===== config.mk =====
export PLATFORM = sky130hd
export DESIGN_NAME = alarm_sequencer_flat
export DESIGN_NICKNAME = d
export VERILOG_FILES = /design/src/rtl/alarm_pkg.sv /design/src/rtl/alarm_sequencer_if.sv /design/src/rtl/ms_tick_gen.sv /design/src/rtl/alarm_sequencer.sv /design/src/flat_wrapper.sv
export SDC_FILE = /design/constraint.sdc
export NUM_CORES = 1
export LEC_CHECK = 0
export ABC_AREA = 1
export BUFFER_PORTS_ARGS = -buffer_cell sky130_fd_sc_hd__buf_2
export CORE_MARGIN = 2
export CORE_UTILIZATION = 45
export CTS_CLUSTER_SIZE = 14
export DETAILED_ROUTE_END_ITERATION = 12
export MAX_ROUTING_LAYER = met4
export PLACE_DENSITY = 0.65
export SKIP_LAST_GASP = 1
export SLEW_MARGIN = 15
export SYNTH_ARGS = -nofsm -noshare
export SYNTH_HDL_FRONTEND = slang
export SYNTH_HIERARCHICAL = 1
export SYNTH_SLANG_ARGS = --single-unit

===== constraint.sdc =====
create_clock -name pulse_5MHz -period 1.8 [get_ports pulse_5MHz]
set_input_delay 0.54 -clock pulse_5MHz [delete_from_list [all_inputs] [get_ports pulse_5MHz]]
set_output_delay 0.54 -clock pulse_5MHz [all_outputs]
set_load 0.005 [all_outputs]

===== src/rtl/alarm_pkg.sv =====
// Shared types and constants for the alarm sequencer.
// State and phase encodings used by the top-level FSM.
package alarm_pkg;

   typedef enum logic [1:0] {
      IDLE    = 2'd0,
      ARMED   = 2'd1,
      RINGING = 2'd2,
      DONE    = 2'd3
   } state_e;

   typedef enum logic {
      PH_ON  = 1'b0,
      PH_OFF = 1'b1
   } phase_e;

   localparam int NUM_TONES_DEF = 5;
   localparam int TONE_W        = 3;

   function automatic int max2(input int a, input int b);
      return (a > b) ? a : b;
   endfunction

endpackage


===== src/rtl/alarm_sequencer_if.sv =====
// Event inputs and audio-control outputs of the alarm sequencer.
// master drives events and observes outputs; slave is the sequencer.
interface alarm_sequencer_if;
   import alarm_pkg::*;

   logic              start;
   logic              timer_zero;
   logic              stop_btn;
   logic              mic_trigger;
   logic              tone_btn;
   logic              endtime;
   logic              endsound;
   logic [TONE_W-1:0] audioselection;
   logic              alarm_led;

   modport master (
      output start,
      output timer_zero,
      output stop_btn,
      output mic_trigger,
      output tone_btn,
      input  endtime,
      input  endsound,
      input  audioselection,
      input  alarm_led
   );

   modport slave (
      input  start,
      input  timer_zero,
      input  stop_btn,
      input  mic_trigger,
      input  tone_btn,
      output endtime,
      output endsound,
      output audioselection,
      output alarm_led
   );

endinterface


===== src/rtl/ms_tick_gen.sv =====
// Millisecond prescaler: one-cycle tick every DIV clocks.
// A synchronous clear restarts the count so the next tick is DIV cycles out.
module ms_tick_gen #(
   parameter int DIV = 5000
) (
   input  logic pulse_5MHz,
   input  logic reset,
   input  logic clear,
   output logic tick
);

   localparam int CW = (DIV > 1) ? $clog2(DIV) : 1;

   logic [CW-1:0] cnt_q, cnt_d;

   assign tick = (cnt_q == CW'(DIV - 1));

   always_comb begin
      cnt_d = cnt_q + CW'(1);
      if (clear || tick)
         cnt_d = '0;
   end

   always_ff @(posedge pulse_5MHz) begin
      if (!reset)
         cnt_q <= '0;
      else
         cnt_q <= cnt_d;
   end

endmodule


===== src/rtl/alarm_sequencer.sv =====
// Alarm control stage: rings a gated beep pattern when the countdown
// reaches 00:00 and holds the user tone selection.
module alarm_sequencer
   import alarm_pkg::*;
#(
   parameter int TICK_DIV    = 5000,
   parameter int BEEP_ON_MS  = 500,
   parameter int BEEP_OFF_MS = 250,
   parameter int MAX_BEEPS   = 20,
   parameter int NUM_TONES   = NUM_TONES_DEF
) (
   input  logic               pulse_5MHz,
   input  logic               reset,
   alarm_sequencer_if.slave   bus
);

   localparam int MS_W   = $clog2(max2(BEEP_ON_MS, BEEP_OFF_MS) + 1);
   localparam int BEEP_W = $clog2(MAX_BEEPS + 1);

   state_e            state_q, state_d;
   phase_e            phase_q, phase_d;
   logic [MS_W-1:0]   ms_q, ms_d;
   logic [BEEP_W-1:0] beep_q, beep_d;
   logic [BEEP_W-1:0] beep_inc;
   logic [MS_W-1:0]   ms_last;
   logic [TONE_W-1:0] tone_q, tone_d;
   logic              tz_prev_q;
   logic              tz_edge;
   logic              silence;
   logic              tick;
   logic              tick_clr;
   logic              endtime_q, endtime_d;
   logic              endsound_q, endsound_d;
   logic              led_q, led_d;

   ms_tick_gen #(
      .DIV (TICK_DIV)
   ) u_tick (
      .pulse_5MHz (pulse_5MHz),
      .reset      (reset),
      .clear      (tick_clr),
      .tick       (tick)
   );

   assign tz_edge  = bus.timer_zero & ~tz_prev_q;
   assign silence  = bus.stop_btn | bus.mic_trigger;
   assign beep_inc = beep_q + BEEP_W'(1);
   assign ms_last  = (phase_q == PH_ON) ? MS_W'(BEEP_ON_MS - 1)
                                        : MS_W'(BEEP_OFF_MS - 1);

   always_comb begin
      state_d  = state_q;
      phase_d  = phase_q;
      ms_d     = ms_q;
      beep_d   = beep_q;
      tick_clr = 1'b0;
      if (bus.start) begin
         state_d = ARMED;
         phase_d = PH_ON;
         ms_d    = '0;
         beep_d  = '0;
      end else begin
         unique case (state_q)
            IDLE: ;
            ARMED: begin
               if (silence) begin
                  state_d = IDLE;
               end else if (tz_edge) begin
                  state_d  = RINGING;
                  phase_d  = PH_ON;
                  ms_d     = '0;
                  beep_d   = '0;
                  tick_clr = 1'b1;
               end
            end
            RINGING: begin
               if (silence) begin
                  state_d = DONE;
               end else if (tick) begin
                  if (ms_q != ms_last) begin
                     ms_d = ms_q + MS_W'(1);
                  end else begin
                     ms_d = '0;
                     if (phase_q == PH_ON) begin
                        phase_d = PH_OFF;
                     end else begin
                        beep_d  = beep_inc;
                        phase_d = PH_ON;
                        if (beep_inc == BEEP_W'(MAX_BEEPS))
                           state_d = DONE;
                     end
                  end
               end
            end
            DONE: begin
               if (bus.stop_btn)
                  state_d = IDLE;
            end
         endcase
      end
   end

   // Outputs are registered from the next state so they track state_q.
   always_comb begin
      endtime_d  = (state_d == RINGING) || (state_d == DONE);
      endsound_d = ((state_d == RINGING) && (phase_d == PH_OFF))
                || (state_d == DONE);
      led_d      = (state_d == RINGING);
      tone_d     = tone_q;
      if (bus.tone_btn)
         tone_d = (tone_q == TONE_W'(NUM_TONES - 1)) ? '0
                                                     : tone_q + TONE_W'(1);
   end

   always_ff @(posedge pulse_5MHz) begin
      if (!reset) begin
         state_q    <= IDLE;
         phase_q    <= PH_ON;
         ms_q       <= '0;
         beep_q     <= '0;
         tone_q     <= '0;
         tz_prev_q  <= 1'b0;
         endtime_q  <= 1'b0;
         endsound_q <= 1'b0;
         led_q      <= 1'b0;
      end else begin
         state_q    <= state_d;
         phase_q    <= phase_d;
         ms_q       <= ms_d;
         beep_q     <= beep_d;
         tone_q     <= tone_d;
         tz_prev_q  <= bus.timer_zero;
         endtime_q  <= endtime_d;
         endsound_q <= endsound_d;
         led_q      <= led_d;
      end
   end

   assign bus.endtime        = endtime_q;
   assign bus.endsound       = endsound_q;
   assign bus.alarm_led      = led_q;
   assign bus.audioselection = tone_q;

endmodule


===== src/flat_wrapper.sv =====
// flat-port wrapper written by rule: the top's interface ports become plain ports
module alarm_sequencer_flat import alarm_pkg::*;
#(
   parameter int TICK_DIV    = 5000,
   parameter int BEEP_ON_MS  = 500,
   parameter int BEEP_OFF_MS = 250,
   parameter int MAX_BEEPS   = 20,
   parameter int NUM_TONES   = NUM_TONES_DEF
)
  (pulse_5MHz, reset, bus_start, bus_timer_zero, bus_stop_btn, bus_mic_trigger, bus_tone_btn, bus_endtime, bus_endsound, bus_audioselection, bus_alarm_led);
  alarm_sequencer_if bus_i ();
  input  logic pulse_5MHz;
  input  logic reset;
  input wire logic [$bits(bus_i.start)-1:0] bus_start;
  input wire logic [$bits(bus_i.timer_zero)-1:0] bus_timer_zero;
  input wire logic [$bits(bus_i.stop_btn)-1:0] bus_stop_btn;
  input wire logic [$bits(bus_i.mic_trigger)-1:0] bus_mic_trigger;
  input wire logic [$bits(bus_i.tone_btn)-1:0] bus_tone_btn;
  output wire logic [$bits(bus_i.endtime)-1:0] bus_endtime;
  output wire logic [$bits(bus_i.endsound)-1:0] bus_endsound;
  output wire logic [$bits(bus_i.audioselection)-1:0] bus_audioselection;
  output wire logic [$bits(bus_i.alarm_led)-1:0] bus_alarm_led;
  assign bus_i.start = bus_start;
  assign bus_i.timer_zero = bus_timer_zero;
  assign bus_i.stop_btn = bus_stop_btn;
  assign bus_i.mic_trigger = bus_mic_trigger;
  assign bus_i.tone_btn = bus_tone_btn;
  assign bus_endtime = bus_i.endtime;
  assign bus_endsound = bus_i.endsound;
  assign bus_audioselection = bus_i.audioselection;
  assign bus_alarm_led = bus_i.alarm_led;
  alarm_sequencer #(.TICK_DIV(TICK_DIV), .BEEP_ON_MS(BEEP_ON_MS), .BEEP_OFF_MS(BEEP_OFF_MS), .MAX_BEEPS(MAX_BEEPS), .NUM_TONES(NUM_TONES)) u_core (.pulse_5MHz(pulse_5MHz), .reset(reset), .bus(bus_i));
endmodule

==> results of run 1 <==
-- Yosys cell counts (all sizes together) --
cell    instances
nand2          65
nor2           45
inv            44
dfxtp          37
a21oi          24
nand3          20
ha              9
nand4           8
nor3            6
o21ai           6
xor2            6
a211oi          4
a31oi           2
buf             2
xnor2           2
clkbuf          1
clkinv          1
nand3b          1
nor2b           1
nor3b           1
o211a           1
o22ai           1
-- flip-flops by register name (all words and copies together), names as in the netlist --
register,flops
u_core/u_tick/cnt_q,13
u_core/ms_q,9
u_core/beep_q,5
u_core/bus.audioselection,3
u_core/state_q,2
u_core/bus.alarm_led,1
u_core/bus.endsound,1
u_core/bus.endtime,1
u_core/phase_q,1
u_core/tz_prev_q,1
-- worst register-to-register path, cell delays in order (launching register included) --
cell,delay (ns)
dfxtp_2,0.36
ha_4,0.14
nand2_1,0.05
nor2_1,0.12
nand3_2,0.09
inv_2,0.06
inv_2,0.04
nand2_2,0.05
o21ai_2,0.06
nor2_4,0.21
nand4_2,0.15
nor2_1,0.16
xnor2_1,0.14
nor2_1,0.05
-- repair_timing --
item / CTS / global route
pin swaps: 1 / 15
gates resized for setup: 7 / 29
buffers inserted: 0 / 8
cloned: 0 / 1
endpoints found under the setup margin: 11 / 18
-- cell families after synthesis --
family          Yosys count  synth area share
fa+ha+maj                 9            0.0543
flops                    37             0.357
buf+inv                  48            0.0989
compound gates           38             0.106
simple gates            147             0.350
xor+xnor                  8            0.0338
-- path summary, 6_finish.rpt --
check | endpoint | slack [ns] | depth (start not counted)
worst max-delay path | u_core/ms_q[7]$_SDFFE_PP0P_ | 0.01 | 13
worst min-delay path | u_core/tz_prev_q$_SDFF_PN0_ | 0.45 | 3
worst max register to register | u_core/ms_q[7]$_SDFFE_PP0P_ | 0.01 | 13
worst min register to register | u_core/ms_q[6]$_SDFFE_PP0P_ | 0.48 | 2
-- routing by layer --
layer  share of wire  vias up  track usage  wire, µm
met5               0        -            -         0
met4          0.0068        0       0.0629        30
met1            0.47      849        0.228      2110
li1                -      998            -         -
met3           0.037        2       0.0458       166
met2            0.48       31        0.282      2140
-- through the flow --
stage	setup slack (ns)	utilization	TNS (ns)	hold WS, ns
global placement	0.00701	0.523	0	0.460
detailed placement	-0.0792	0.523	-0.793	0.462
floorplan	0.0315	-	0	0.430
CTS	0.0139	0.550	0	0.442
global route	-0.112	0.591	-1.16	0.456
finish	0.0112	0.591	0	0.447
-- layout by cell type, fill, tap and decap left out, types with 2 or more instances in the layout --
cell type	count
nor3_2	2
o21ai_1	2
nor2_4	4
a21oi_2	5
ha_1	8
buf_2	12
o21ai_0	2
inv_1	39
nand3_2	4
buf_4	22
nand2_1	53
inv_2	5
xor2_1	6
nor2_1	32
dfxtp_1	34
nor2_2	8
nand4_1	7
nand2_2	9
buf_6	3
nand2_4	2
xnor2_1	2
nand3_1	16
a211oi_2	3
dfxtp_2	3
clkbuf_8	6
a21oi_1	19
nor3_1	4
-- power groups by stage --
| stage | sequential, mW | combinational [mW] | clock, mW |
|---|---|---|---|
| after floorplan | 0.873 | 0.118 | 0 |
| after global placement | 0.871 | 0.174 | 0 |
| after detailed placement | 0.871 | 0.176 | 0 |
| after CTS | 0.853 | 0.183 | 0.606 |
| after global routing | 0.858 | 0.239 | 0.638 |
| final | 0.856 | 0.214 | 0.588 |
-- layout make-up --
cell class	count	area, µm²
fillers	397	1790
inverters	45	169
well taps	52	65.1
repair buffers	37	259
multi-input cells	203	1270
flip-flops and latches	37	744
clock buffers	7	86.3
==> results by stage, run 1 <==
Critical path:
- The worst setup path is of the flop to flop kind.
- Walking the worst path, the cells encountered are ha_4 -> nand2_1 -> nor2_1 -> nand3_2 -> inv_2 -> inv_2 -> nand2_2 -> o21ai_2 -> nor2_4 -> nand4_2 -> nor2_1 -> xnor2_1 -> nor2_1.
- The count of buffering cells on the critical path with inverters included is 2.
- The largest delay contributor family on the critical path is simple AND/OR/NAND/NOR gates.
- The kind of capture point of the worst setup path is a flop.
- The delay contributed by the slowest stage of the critical path is 0.36 ns.
- The data required time of the worst path is 1.98 ns.
- Among all stages on the critical path, the largest delay is contributed by dfxtp_2.
- Of all nets on the critical path, the largest fanout is 6.
- The worst setup path is launched from a flop.
- The critical path starts at u_core/u_tick/cnt_q[0]$_SDFF_PP0_.
- The worst register-to-register path begins at u_core/u_tick/cnt_q[0]$_SDFF_PP0_.
- The data arrival at the endpoint of the critical path is 1.97 ns.
- In this design, the critical path's most frequently occurring cell is nor2_1.

Clocking:
- In this run the clock root is driven by a clkbuf_8.
- The number of hold buffers added after cts is 0.
- The H-tree depth is 2.
- After clock tree synthesis, the clock-pin slew on the worst setup and hold paths is 0.07 ns.
- At the later pin of the worst-skew pair, clock insertion delay measures 0.28 ns.
- The clock passes through at most 2 buffers.
- TritonCTS built the clock tree.
- Counting the buffers created by CTS gives 5.
- The number of sinks driven by the clock tree is 37.

Route:
- The routed length per instance is 11.7 µm.
- For this run, the detailed router's first-pass iteration total came to 4.
- The routed design has 4440 µm of wire.
- For this block, the via count after detailed routing is between 1500 and 2000.
- The remaining number of nets flagged by the antenna check after routing is 0.
- For this run, design rule violations remaining after detail routing come to 0.
- After detailed routing, the number of vias per cell comes to 4.93.
- The DRC marker count from the first detailed-route iteration is 90.

Cells and area:
- The antenna diode count is 0.
- The proportion of layout cells with a drive suffix above 1 is 0.298.
- The final layout contains 345 nets.
- The layout overhead on the synthesized area is 24.9%.
- The post-route standard cell area excluding fillers is 2590 µm².
- Leaving out filler cells and counting taps, the final layout contains approximately 380.

STA:
- The count of endpoints failing setup in the final report is 0.
- The final hold violation count is 0.
- Derived from the worst setup path, the maximum achievable clock frequency is 559 MHz.
- Measured against its own limit, the worst slew margin works out to 0.748.
- The final critical delay including setup and external delays is ~1.8 ns.
- Setup repair after global routing could not meet its margin everywhere.
- Dividing the final minimum period by the clock period gives 0.994.
- The setup skew after layout is around 0.0036 ns.
- At the pin with the least slew margin, the transition time is 0.375 ns.
- The max-slew violation count is 0.

Pwr:
- For this design the ratio of total power to cell area is ~640 nW/µm².
- The part of the total power dissipated in sequential elements is 0.516.
- The internal portion of the total power is 1.24 mW.
- Of the total power, the clock network draws 0.355.
- The highest ir drop seen on vdd is 0.548 mV.
- Summed over all nets, the switching power comes to 423 µW.
- Power comes to 1.66 mW.
- The combinational group share of total power is 0.129.
- The analysis attributes to cell leakage a power of 1.08 nW.
- The proportion of total power due to net switching is 0.255.

Placed design:
- The total of buffers placed on input and output ports is 12.
- The number of cells in the design after placement is 365.
- In this run the cell area measured after placement is roughly 2300 µm².
- Routability-driven placement finished with a final weighted congestion of between 0.8 and 0.9.
- The HPWL reported at the end of detailed placement is around 3000 µm.

Floorplanning:
- The die covers 5170 µm².
- The die is 71.9 µm tall.
- The I/O pin count is 13.
- The core region is 4380 µm².
- In this run the horizontal extent of the chip is 71.9 µm.
- The number of rows created at floorplan is 24.
- For this configuration, the core starts out at a cell density of 0.473.

Min path:
- The launch instance of the worst min-delay path is bus_timer_zero.
- The path category of the worst min-delay check is input port to flop.

Global routing:
- The initial antenna violation count is 0.
- The number of global-route vias before repair is 1676.
- Across every metal layer, demand over resource in global routing totals 0.180.
- The global-route wire length before repair is approximately 7000 µm.
- The largest net degree at the start of global routing is 14.
- The remaining global-route overflow is 0.

Synthesis:
- Synthesis produced roughly 290 cells.
- Of the synthesized area, sequential elements account for 0.357.
- After synthesis the netlist holds a flip-flop and latch count of 37.
- The warning count from the yosys run is 6.
- The number of distinct library cell variants in the gate-level netlist after synthesis is 32.
- The share of synthesized area in the top cell type comes to 0.357.
- The synthesized area per cell is 7.23 µm².
- Counting every net in the synthesized netlist gives 303.
- In the post-synthesis netlist, the biggest area contributors are dfxtp_1, nand2_1, inv_1, nor2_1, a21oi_1.
- The library cell with the largest summed area after synthesis is dfxtp_1.
- The area of the mapped netlist is slightly above 2000 µm².

Status:
- The flow ran to the end, and the final reports show no timing, DRC or antenna violations.

Job:
- The max-capacitance violation count is 0.
No activity file was read; power rests on OpenSTA's default activity.
==> run 2, diff against run 1 <==
CAP_MARGIN = 20   (was not set)
PLACE_DENSITY = not set   (was 0.65)
==> results by stage, run 2 (synthesized netlist as in run 1, its figures left out) <==
Route:
- The routed length per instance is around 11 µm.
- The number of remaining DRC errors is 0.
- The remaining number of nets flagged by the antenna check after routing is 0.
- The number of vias in the routed layout is 1873.
- The wire length after detailed routing is 4410 µm.
- For this run, the detailed router's first-pass iteration total came to 4.
- Dividing the detail-routed via count by the number of cells gives 4.88.
- The DRC marker count from the first detailed-route iteration is 95.

Cells and area:
- The largest register by flop count is u_core/u_tick/cnt_q.
- 0 antenna diodes ended up in the layout.
- In the final layout, the share of cells above drive strength 1 is 0.298.
- At the end of the flow the core is filled with cells to 0.602.
- In the final layout, the registers with the most flip-flops are u_core/u_tick/cnt_q x13, u_core/ms_q x9, u_core/beep_q x5.
- The library cell used most frequently in the layout, excluding fill and tap cells, is nand2_1.
- The flip-flop count of the largest register, all copies and words added is 13.
- The library cells used most frequently in the layout, excluding fill and tap cells, are nand2_1, inv_1, dfxtp_1.
- The post-layout instance count excluding filler cells is 384.
- The final layout net count is about 350.
- The layout overhead on the synthesized area is 27.2%.

Placed design:
- Input and output buffers added on the ports amount to 12.
- The HPWL reported at the end of detailed placement is 3020 µm.
- Including well taps, the total number of placed cells is 370.
- The global placement routability congestion is 0.883.

Global routing:
- Global routing finished with a remaining overflow of 0.
- The initial antenna violation count is 0.
- In the global route stage, overall resource usage came out at 0.190.
- The global-route wire length before repair is 7580 µm.
- The number of global-route vias before repair is 1774.
- Entering global routing, the biggest net connects 14 pins.

Clocking:
- The clock tree buffer depth is 2.
- Clock-pin slew was measured on the worst setup and hold paths at 0.08 ns.
- Clock tree synthesis found a total of 37 sinks.
- The later pin in the worst-skew pair is clocked with a latency of around 0.29 ns.
- For this design, the CTS-stage hold fixing added 0 buffers.
- TritonCTS built the clock tree.
- CTS built an H-tree with a depth of 2.
- The buffer cell driving the clock tree root is clkbuf_8.
- The total CTS buffers is 5.

Critical path:
- Tracing the worst setup path back leads to its startpoint at u_core/u_tick/cnt_q[0]$_SDFF_PP0_.
- The depth of the most critical reg-to-reg path is 15.
- In this run the critical register-to-register path is captured at u_core/ms_q[4]$_SDFFE_PP0P_.
- The beginning of the worst register-to-register path is u_core/u_tick/cnt_q[0]$_SDFF_PP0_.
- The worst setup path is launched from a flop.
- The data arrival at the endpoint of the critical path is 1.97 ns.
- The critical setup path kind is flop to flop.
- The data required time of the worst path is approximately 2 ns.
- Across all register-to-register paths, the minimum setup slack is 0.07 ns.
- The peak fanout along the critical path is 5.
- The kind of capture point of the worst setup path is a flop.

STA:
- The count of endpoints failing setup in the final report is 0.
- For the pin with the worst max-slew slack, the measured transition is 0.539 ns.
- Dividing the final minimum period by the clock period gives 0.964.
- The worst path in the final design needs a cycle of around 1.7 ns, including I/O delays and setup.
- Setup total negative slack on the finished layout was measured at 0 ns.
- For the final database, setup skew stands at 0.00608 ns.
- The peak clock frequency supported by timing is between 500 and 600 MHz.
- Measured against its own limit, the worst slew margin works out to 0.638.
- Setup repair after global routing could not meet its margin everywhere.
- The final hold violation count is 0.
- The max-slew violation count is 0.

Floorplanning:
- The die boundary width is 71.9 µm.
- The die area is 5170 µm².
- The floorplan has 24 rows.
- The initial utilization of the core area, before any placement, comes to 0.473.
- From bottom edge to top edge, the die measures 71.9 µm.
- The region available for standard cell placement spans 4380 µm².
- The I/O pin count is 13.

Job:
- The max-capacitance violation count is 0.

Pwr:
- Across the VDD grid, the largest voltage drop is approximately 0.38 mV.
- The leakage power figure is 1.11 nW.
- Dividing total power by cell area gives a power density of 725 nW/µm².

Min path:
- In this run the most critical hold path is launched from bus_timer_zero.
- The path class of the tightest hold or removal check is input port to flop.
- The number of instances on the worst hold path is 3.
- The destination of the worst hold path is u_core/tz_prev_q$_SDFF_PN0_.

Status:
- The run finished with clean final reports.
-- run 2: how the worst max path moves through the flow --
stage	endpoint	slack, ns	cells after the start
after floorplan	u_core/ms_q[8]$_SDFFE_PP0P_	0.03	14
after global placement	u_core/ms_q[8]$_SDFFE_PP0P_	-0.09	14
after detailed placement	u_core/ms_q[8]$_SDFFE_PP0P_	-0.15	14
after CTS	u_core/ms_q[7]$_SDFFE_PP0P_	0.004	13
after global routing	u_core/bus.alarm_led$_SDFF_PN0_	-0.06	16
final	u_core/ms_q[4]$_SDFFE_PP0P_	0.07	15
-- run 2: timing repair --
item	in CTS	in global routing
gates cloned	0	1
setup endpoints to repair	17	18
pin swaps	8	17
buffers inserted	3	2
gates resized for setup	11	22
-- run 2: critical path, stage by stage (launching register included) --
cell and delay, ns:
dfxtp_2 0.35, ha_4 0.14, nand2_2 0.04, nor2_2 0.08
nand3_2 0.08, inv_2 0.06, inv_2 0.04, nand2_2 0.05
o21ai_2 0.06, nor2_4 0.15, buf_12 0.14, buf_6 0.11
nand3_2 0.06, o21ai_1 0.16, nand2_1 0.07, nor2_1 0.07
-- run 2: per-stage QoR --
| stage | setup WS [ns] | hold slack, ns | total power [mW] | area [µm²] |
|---|---|---|---|---|
| 6_report | 0.0651 | 0.449 | 1.91 | 2640 |
| 5_1_grt | -0.0592 | 0.458 | 2.01 | 2640 |
| 4_1_cts | 0.00444 | 0.441 | 1.93 | 2530 |
| 3_5_place_dp | -0.153 | 0.458 | 1.05 | 2340 |
| 3_3_place_gp | -0.0891 | 0.456 | 1.05 | 2340 |
| 2_1_floorplan | 0.0315 | 0.430 | 0.991 | 2080 |
-- run 2: per-layer routing --
metal,routed length [µm],vias to the layer above,GRT usage
li1,-,1011,-
met1,2170,833,0.238
met2,2030,23,0.291
met3,129,6,0.0458
met4,75,0,0.0839
met5,0,-,-
-- run 2: power by group --
group          total, mW  leakage, nW  internal, mW  switching [mW]
sequential         0.856        0.302         0.840          0.0166
combinational      0.205        0.745        0.0895           0.116
clock              0.853       0.0681         0.550           0.303
total               1.91         1.11          1.48           0.435
-- run 2: area by class of cell --
type,count,area (µm²)
Multi-Input combinational cell,203,1230
Tap cell,52,65.1
Fill cell,408,1740
Timing Repair Buffer,39,292
Sequential cell,37,746
Clock inverter,3,65.1
Clock buffer,5,68.8
Inverter,45,169
==> run 3, diff against run 2 <==
==> constraint.sdc (replaced) <==
create_clock -name pulse_5MHz -period 1.8 [get_ports pulse_5MHz]
set_input_delay 0.18 -clock pulse_5MHz [delete_from_list [all_inputs] [get_ports pulse_5MHz]]
set_output_delay 0.18 -clock pulse_5MHz [all_outputs]
set_load 0.005 [all_outputs]
==> results by stage, run 3 (synthesized netlist as in run 1, its figures left out) <==
Status:
- The run finished with clean final reports.

Floorplanning:
- The region available for standard cell placement spans roughly 4400 µm².
- The number of rows created at floorplan is 24.
- The starting density of the core is 0.473.
- The I/O pin count is 13.
- The die boundary width is 71.9 µm.
- The overall die height is 71.9 µm.
- The die area is a little over 5000 µm².

Pwr:
- The leakage power figure is between 1 and 1.5 nW.
- Dividing total power by cell area gives a power density of 647 nW/µm².
- Across the VDD grid, the largest voltage drop is approximately 0.34 mV.

STA:
- The final hold violation count is 0.
- Setup repair after global routing could not meet its margin everywhere.
- The share of the clock period used by the worst path is 0.994.
- The max-slew headroom at the worst pin is 0.616.
- Final hold analysis gives a worst-case slack of 0.0758 ns.
- The final critical delay including setup and external delays is 1.79 ns.
- Setup violations remaining at the end of the flow were counted as 0.
- Between clock sinks in the finished design, the worst skew comes to 0.00551 ns.
- The pin slew with the least headroom to its limit is 0.574 ns.
- Derived from the worst setup path, the maximum achievable clock frequency is roughly 560 MHz.
- The max-slew violation count was 0.
- In the final timing run, aggregate negative setup slack is 0 ns.

Critical path:
- Data on the critical path arrives at its endpoint at 1.97 ns.
- The largest individual stage delay along the critical path comes from the cell dfxtp_2.
- For the worst flop-to-flop path, the logic depth is 14.
- STA classifies the critical path startpoint as a flop.
- The signal on the critical path passes through ha_4 -> nand2_2 -> nor2_2 -> nand3_2 -> inv_2 -> inv_2 -> nand2_2 -> o21ai_2 -> nor2_4 -> buf_12 -> buf_12 -> nand2_8 -> a21oi_1 -> a211oi_2.
- The reg-to-reg setup timing slack is 0.01 ns.
- The peak fanout along the critical path is 8.
- The largest delay contributor family on the critical path is simple AND/OR/NAND/NOR gates.
- The first element of the critical path is u_core/u_tick/cnt_q[0]$_SDFF_PP0_.
- On the worst path, the slowest cell contributes a delay of 0.35 ns.
- The most critical setup path has its endpoint at u_core/beep_q[3]$_SDFFE_PP0P_.
- Counting both buffers and inverters, the worst setup path holds a total of 4.
- The critical path in this run is classified as flop to flop.
- The data required time of the worst path is 1.98 ns.
- The worst setup path is captured at a flop.
- The terminus of the critical flop-to-flop path is u_core/beep_q[3]$_SDFFE_PP0P_.
- The beginning of the worst register-to-register path is u_core/u_tick/cnt_q[0]$_SDFF_PP0_.
- The cell depth of the worst setup path is 14.

Global routing:
- The global-route wire length before repair is around 7200 µm.
- The remaining global-route overflow is 0.
- The initial antenna violation count was 0.
- The number of global-route vias before repair came to ~1800.
- The total routing usage reported by global routing is 0.182.
- The largest net degree at the start of global routing is 14.

Cells and area:
- In the final layout, the share of cells above drive strength 1 is 0.319.
- The final layout net count is 344.
- The finished layout holds 381 standard cells, fillers aside.
- The largest register by flop count is u_core/u_tick/cnt_q.
- From synthesis to final layout, the design area changed by 27.4%.
- After routing the design area is 2640 µm².
- In the layout the commonest cells are nand2_1, inv_1, dfxtp_1.
- The number of inserted filler cells in the final layout is 406.
- The register with the most flip-flops in the layout has 13 of them.
- The antenna diode count is 0.
- Leaving out fill and tap cells, the most frequent cell in the layout is nand2_1.
- The largest registers in the layout are u_core/u_tick/cnt_q x13, u_core/ms_q x9, u_core/beep_q x5.

Placed design:
- At the end of routability-driven placement, the weighted congestion stood at 0.884.
- The total of buffers placed on input and output ports is 12.
- The HPWL reported at the end of detailed placement is 3080 µm.
- In this run the cell area measured after placement is approximately 2300 µm².
- The number of cells in the design after placement is 367.

Min path:
- The path category of the worst min-delay check is input port to flop.

Route:
- In the final routed layout, each cell accounts on average for 11.8 µm.
- The number of remaining DRC errors is 0.
- Before antenna repair, the detailed router went through 4 iterations.
- After detailed routing, the number of vias per cell comes to 4.99.
- The DRC marker count from the first detailed-route iteration is 92.
- The wire length after detailed routing is 4500 µm.
- Across all layers, the routed design uses 1903 vias.
- Once detail routing completed, the nets flagged for antenna violations numbered 0.

Clocking:
- The clock latency on the worst-skew pair is a little under 0.3 ns.
- The number of hold buffers added after cts is 0.
- The clock-pin slew reported for the worst setup and hold paths after clock tree synthesis is 0.07 ns.
- The clock tree buffer depth is 2.
- The total CTS buffers is 5.
- The H-tree depth is 2.
- The CTS tree is done.
- The number of sinks driven by the clock tree is 37.
- The buffer cell driving the clock tree root is clkbuf_8.

Job:
- The max-capacitance violation count is 0.
[run 3: where the power goes]
group	internal, mW	switching, mW
Combinational	0.0913	0.120
Sequential	0.840	0.0171
Clock	0.346	0.295
[run 3: worst min path at each step]
stage	from	end	slack, ns	cells past startpoint
2_1_floorplan	bus_timer_zero	u_core/tz_prev_q$_SDFF_PN0_	0.27	2
3_3_place_gp	bus_timer_zero	u_core/tz_prev_q$_SDFF_PN0_	0.38	3
3_5_place_dp	bus_timer_zero	u_core/tz_prev_q$_SDFF_PN0_	0.38	3
4_1_cts	bus_timer_zero	u_core/tz_prev_q$_SDFF_PN0_	0.07	3
5_1_grt	bus_timer_zero	u_core/tz_prev_q$_SDFF_PN0_	0.07	3
6_report	bus_timer_zero	u_core/tz_prev_q$_SDFF_PN0_	0.08	3
[run 3: worst register-to-register path, delay by kind of cell (launching register included)]
family / cells / cell delay [ns]
flops: 1 / 0.35
compound gates: 3 / 0.32
simple gates: 6 / 0.51
fa+ha+maj: 1 / 0.14
buf+inv: 4 / 0.35
[run 3: final cells by class]
type,instances,area (µm²),share of cell area
clock buffer,7,96.3,0.0364
clock inverter,1,5.00,0.00189
inverter,45,169,0.0639
multi-input combinational,203,1290,0.488
sequential,37,748,0.283
tap,52,65.1,0.0246
timing repair buffer,36,269,0.102
[run 3: metrics by stage]
step	total power, mW	setup slack, ns	utilization
final	1.71	0.0109	0.603
after global routing	1.79	-0.0955	0.603
after CTS	1.71	0.0127	0.563
after detailed placement	1.05	-0.132	0.529
after global placement	1.05	-0.103	0.529
after floorplan	0.991	0.0315	-
[run 3: metal layers]
metal  vias up  routed length (µm)  track usage
met2        21                2160        0.283
li1       1000                   -            -
met1       874                2130        0.223
met3         8                 126       0.0458
met5         -                   0            -
met4         0                  80       0.0797
[run 3: timing repair]
action,4_1_cts,5_1_grt
endpoints found under the setup margin,17,18
endpoints found under the hold margin,0,0
cloned,0,1
pin swaps,5,17
buffers inserted,2,3
resized for setup,8,37
